## src/rtl/conv_tile_sched.sv

```systemverilog
// conv_tile_sched
//   Sequences one 2D tile pass over an on-chip buffer. A row/column nest
//   generates read addresses and strobes, a PIPE_LAT-deep valid shift
//   register follows each read through the compute pipeline, and each
//   read that emerges becomes a write to the next sequential result
//   address. process_stall freezes the read side, the pipeline tracker
//   and the write side together.
//
// Ports
//   clk, rst        rising-edge clock, synchronous active-high reset
//   start           begin a pass (sampled only while idle)
//   row_num/col_num tile dimensions, latched on accepted start
//   base_addr       read address of element (0,0), latched on accepted start
//   row_stride      read address step between rows, latched on accepted start
//   process_stall   freezes all progress while high
//   busy            high from the cycle after start acceptance until done
//   done            one-cycle pulse at the end of the pass
//   rd_ena/rd_addr  registered read strobe and address
//   wr_ena/wr_addr  registered write strobe and result-buffer address
module conv_tile_sched #(
    parameter int AW       = 10,
    parameter int DIM_W    = 8,
    parameter int PIPE_LAT = 3
) (
    input  logic             clk,
    input  logic             rst,
    input  logic             start,
    input  logic [DIM_W-1:0] row_num,
    input  logic [DIM_W-1:0] col_num,
    input  logic [AW-1:0]    base_addr,
    input  logic [AW-1:0]    row_stride,
    input  logic             process_stall,
    output logic             busy,
    output logic             done,
    output logic             rd_ena,
    output logic [AW-1:0]    rd_addr,
    output logic             wr_ena,
    output logic [AW-1:0]    wr_addr
);

    localparam logic [1:0] S_IDLE  = 2'd0;
    localparam logic [1:0] S_RUN   = 2'd1;
    localparam logic [1:0] S_DRAIN = 2'd2;
    localparam logic [1:0] S_DONE  = 2'd3;

    logic [1:0]          state;
    logic [DIM_W-1:0]    row_num_q;
    logic [DIM_W-1:0]    col_num_q;
    logic [AW-1:0]       row_stride_q;
    logic [DIM_W-1:0]    row;
    logic [DIM_W-1:0]    col;
    logic [AW-1:0]       row_base;
    logic [AW-1:0]       wr_cnt;
    logic [PIPE_LAT-1:0] vld_pipe;

    logic issue;
    logic vld_tail;
    logic last_col;
    logic last_row;

    // A read goes out on every non-stalled RUN cycle.
    assign issue    = (state == S_RUN) && !process_stall;
    assign vld_tail = vld_pipe[PIPE_LAT-1];
    // Dimensions are non-zero whenever RUN is reached, so the -1 cannot underflow.
    assign last_col = (col == col_num_q - DIM_W'(1));
    assign last_row = (row == row_num_q - DIM_W'(1));

    always_ff @(posedge clk) begin
        if (rst) begin
            state        <= S_IDLE;
            busy         <= 1'b0;
            done         <= 1'b0;
            rd_ena       <= 1'b0;
            rd_addr      <= '0;
            wr_ena       <= 1'b0;
            wr_addr      <= '0;
            row_num_q    <= '0;
            col_num_q    <= '0;
            row_stride_q <= '0;
            row          <= '0;
            col          <= '0;
            row_base     <= '0;
            wr_cnt       <= '0;
            vld_pipe     <= '0;
        end else begin
            done <= 1'b0;
            case (state)
                S_IDLE: begin
                    rd_ena <= 1'b0;
                    wr_ena <= 1'b0;
                    if (start) begin
                        row_num_q    <= row_num;
                        col_num_q    <= col_num;
                        row_stride_q <= row_stride;
                        row_base     <= base_addr;
                        row          <= '0;
                        col          <= '0;
                        wr_cnt       <= '0;
                        wr_addr      <= '0;
                        vld_pipe     <= '0;
                        busy         <= 1'b1;
                        if (row_num == '0 || col_num == '0) begin
                            state <= S_DONE;
                            done  <= 1'b1;
                        end else begin
                            state <= S_RUN;
                        end
                    end
                end
                S_RUN, S_DRAIN: begin
                    if (process_stall) begin
                        rd_ena <= 1'b0;
                        wr_ena <= 1'b0;
                    end else begin
                        // read issue -> valid tracker stage boundary
                        rd_ena   <= issue;
                        vld_pipe <= (vld_pipe << 1) | PIPE_LAT'(issue);
                        // tracker tail -> write stage boundary
                        wr_ena <= vld_tail;
                        if (vld_tail) begin
                            wr_addr <= wr_cnt;
                            wr_cnt  <= wr_cnt + AW'(1);
                        end
                        if (state == S_RUN) begin
                            rd_addr <= row_base + AW'(col);
                            if (last_col) begin
                                col      <= '0;
                                row      <= row + DIM_W'(1);
                                row_base <= row_base + row_stride_q;
                                if (last_row) state <= S_DRAIN;
                            end else begin
                                col <= col + DIM_W'(1);
                            end
                        end else if (vld_pipe == '0) begin
                            // Tracker empty means the final write went out last cycle.
                            state <= S_DONE;
                            done  <= 1'b1;
                        end
                    end
                end
                default: begin
                    rd_ena <= 1'b0;
                    wr_ena <= 1'b0;
                    busy   <= 1'b0;
                    state  <= S_IDLE;
                end
            endcase
        end
    end

endmodule

```

## config.mk

```make
export PLATFORM = sky130hd
export DESIGN_NAME = conv_tile_sched
export DESIGN_NICKNAME = d
export VERILOG_FILES = /design/src/rtl/conv_tile_sched.sv
export SDC_FILE = /design/constraint.sdc
export NUM_CORES = 1
export LEC_CHECK = 0
export CELL_PAD_IN_SITES_DETAIL_PLACEMENT = 0
export CELL_PAD_IN_SITES_GLOBAL_PLACEMENT = 2
export CORE_AREA = 2 2 123 125
export DETAILED_ROUTE_END_ITERATION = 8
export DIE_AREA = 0 0 125 127
export PLACE_DENSITY_LB_ADDON = 0.1
export SKIP_LAST_GASP = 1
export SYNTH_ARGS = -nofsm -noshare
export SYNTH_HDL_FRONTEND = slang
export SYNTH_SLANG_ARGS = --single-unit
```

## constraint.sdc

```tcl
create_clock -name clk -period 3.9 [get_ports clk]
set_clock_uncertainty 0.2 [all_clocks]
set_input_delay 0.78 -clock clk [delete_from_list [all_inputs] [get_ports clk]]
set_output_delay 0.78 -clock clk [all_outputs]
set_load 0.03 [all_outputs]
```

==> impl_metrics.toml <==
[outcome]
status = "complete, no violations"

[setup_path]
crit_path_cell_trace = "clkdlybuf4s50_1 -> nand2b_1 -> nor3_1 -> o2111ai_1 -> or4_1 -> a32oi_1 -> mux2_2"
crit_buf_inv = 1
cp-end-kind = "flip-flop"
crit_path_max_incr_delay_ns = 0.54
crit_fanout = 7
startpoint_type = "primary input"
cp_top_family = "simple AND/OR/NAND/NOR gates"
slowest_stage = "clkdlybuf4s50_1"
cp.required_ns = 3.94
arrival_ns = 3.06
crit_type = "primary input to flip-flop"

[logic_synthesis]
synth.area.top_cells = "dfxtp_1, nand2_1, a21oi_1"
synth_edf_count = 0
syn_nets = 706
ys.warnings.count = 0
synthFlopType = "dfxtp_1"
synth_top_area_share_pct = 36.23
ys_types = 59
async_reset_ff_share_pct = 0
syn_area_per_cell_um2 = 7.882
seq_area_frac_synth_pct = 36.23
synthesis.area_um2 = 5029
synthCells = 638
synth-seq-cells = 91
synth_top_area_cell = "dfxtp_1"

[floorplan]
ios = 64
num_rows = 44
die_w_um = 125
dieArea_um2 = 15880
die_y_um = 127
core_um2 = 14420
start_util_pct = 34.86

[final_layout]
fill_cells = 1534
layoutNonFillerInstCount = 881
seq_area_um2 = 1822
final_common_cell = "nand2_1"
layout_common_cells = "nand2_1, dfxtp_1, a21oi_1"
antennaDiodeCount = 0
drive_gt1_share_pct = 6.600
finalNetCount = 760
multiInputGateArea_um2 = 3010
area_growth_syn_to_layout_pct = 22.64

[cts]
post-cts-setup-buffers = 0
cts_tree = "done"
clock_sinks = 91
cts_hold_buffers = 0
cts-htree-levels = 3
clkTransAtPathRegs_ns = 0.07
clk_latency_ns = 0.35
post_cts_resized = 0
cts-root-buf = "clkbuf_16"
numCtsBuffers = 9
ctsLongestPathBuffers = 2

[global_routing]
antenna_found_initial = 0
grt_pass1_wl_mm = 23.44
grt_pass1_vias = 4696
track_usage_pct = 18.26
grt-ovfl-total = 0
grt_max_degree = 74

[timing]
period_share_pct = 77.43
worst_slew_pin_slew_ns = 0.8169
slew_violations = 0
finalHoldViolCount = 0
timing.final.crit_period_ns = 3.020
grt_setup_unrepaired = "false"
timing.fmax_mhz = 331.2
max_slew_margin_pct = 45.54
setup-violations-final = 0
setup_tns_ns = 0

[placement]
dp_cells = 865
portBuffers = 63
globalplace.congestion = 0.7925
place_hpwl_mm = 10.37

[routing]
wirelength_mm = 14.06
first_pass_iters = 4
avgViaCountPerCell = 5.243
vias = 4619
highest_layer = "met4"
dr_wl_met3_um = 326
drcViolationCount = 0
met1_length_mm = 6.530
wire_per_inst_um = 15.96
postRouteAntennaNets = 0
drtIter0Drc = 221
wl_met2_mm = 7.002

[power_and_ir_drop]
p_leak_nw = 2.297
p_per_area_nw_per_um2 = 663.9
ir_worst_vdd_mv = 0.3329

[worst_hold_path]
min_path_type = "flip-flop to flip-flop"

[flow_run]
maxCapViolations = 0
-- layer usage --
layer  global-route usage, %  vias up
li1                        -     2358
met1                   22.81     2196
met2                   32.16       50
met3                   3.141       15
met4                   5.817        0
met5                       0        -
-- final timing paths --
| kind | start | to | slack (ns) | cells past startpoint |
|---|---|---|---|---|
| worst max-delay path | process_stall | state[0] | 0.88 | 7 |
| worst min-delay path | rd_addr[2] | rd_addr[2] | 0.25 | 2 |
| worst max register to register | col_num_q[0] | row_base[5] | 0.98 | 8 |
| worst min register to register | rd_addr[2] | rd_addr[2] | 0.25 | 2 |
-- report_power, final --
group	internal (mW)	switching [mW]
registers	1.08	0.184
clock network	0.510	0.412
logic	0.733	1.18
-- Yosys cell counts, types with 7 or more instances --
cell / n
a21oi_1: 67
nor3_1: 11
nand2_1: 110
a31oi_1: 8
clkbuf_1: 24
o21ai_0: 22
xor2_1: 20
xnor2_1: 22
inv_1: 21
dfxtp_1: 91
ha_1: 26
nor4_1: 7
nor2_1: 45
a211oi_1: 13
nand4_1: 13
nand3_1: 34
-- metrics by stage --
stage               total power [mW]  hold WS, ns  cell area (um2)  util, %  setup slack [ns]
floorplan                      2.581       0.2401             5029        -             1.277
global placement               3.188       0.2415             5857    40.61            0.5974
detailed placement             3.217       0.2463             5857    40.61            0.5308
CTS                            4.150       0.2568             6167    42.76            0.9093
global route                   4.418       0.2696             6167    42.76            0.7161
finish                         4.094       0.2545             6167    42.76            0.8803
-- worst min-delay path, delay by kind of cell, from the launching register on --
| kind | cells | cell delay [ns] |
|---|---|---|
| simple gates | 1 | 0.05 |
| flops | 1 | 0.31 |
| compound gates | 1 | 0.05 |
-- final cells by class --
cell class | instances | area share, %
Clock buffer | 9 | 3.652
Clock inverter | 7 | 1.380
Inverter | 21 | 1.278
Multi-Input combinational cell | 494 | 48.81
Sequential cell | 91 | 29.54
Tap cell | 184 | 3.733
Timing Repair Buffer | 75 | 11.60
-- registers in the layout (all words and copies together), names as in the netlist --
name,cells
busy,1
col_num_q,8
done,1
rd_ena,1
wr_ena,1
wr_cnt,10
row_num_q,8
row_base,10
rd_addr,10
wr_addr,10
vld_pipe,3
col,8
row,8
state,2
row_stride_q,10
-- kinds of logic (layout without fill, tap and decap cells) --
logic type / after synthesis / in the layout / share of synthesized area (%)
AND/OR/NAND/NOR: 267 / 267 / 25.11
AO/OA/AOI/OAI: 149 / 149 / 18.39
flip-flops: 91 / 91 / 36.23
buffers and inverters: 53 / 112 / 4.006
XOR/XNOR: 42 / 42 / 7.315
adder cells (fa/ha/maj): 28 / 28 / 7.265
multiplexers: 8 / 8 / 1.692
Note: power is estimated with default switching activity, not from simulation.
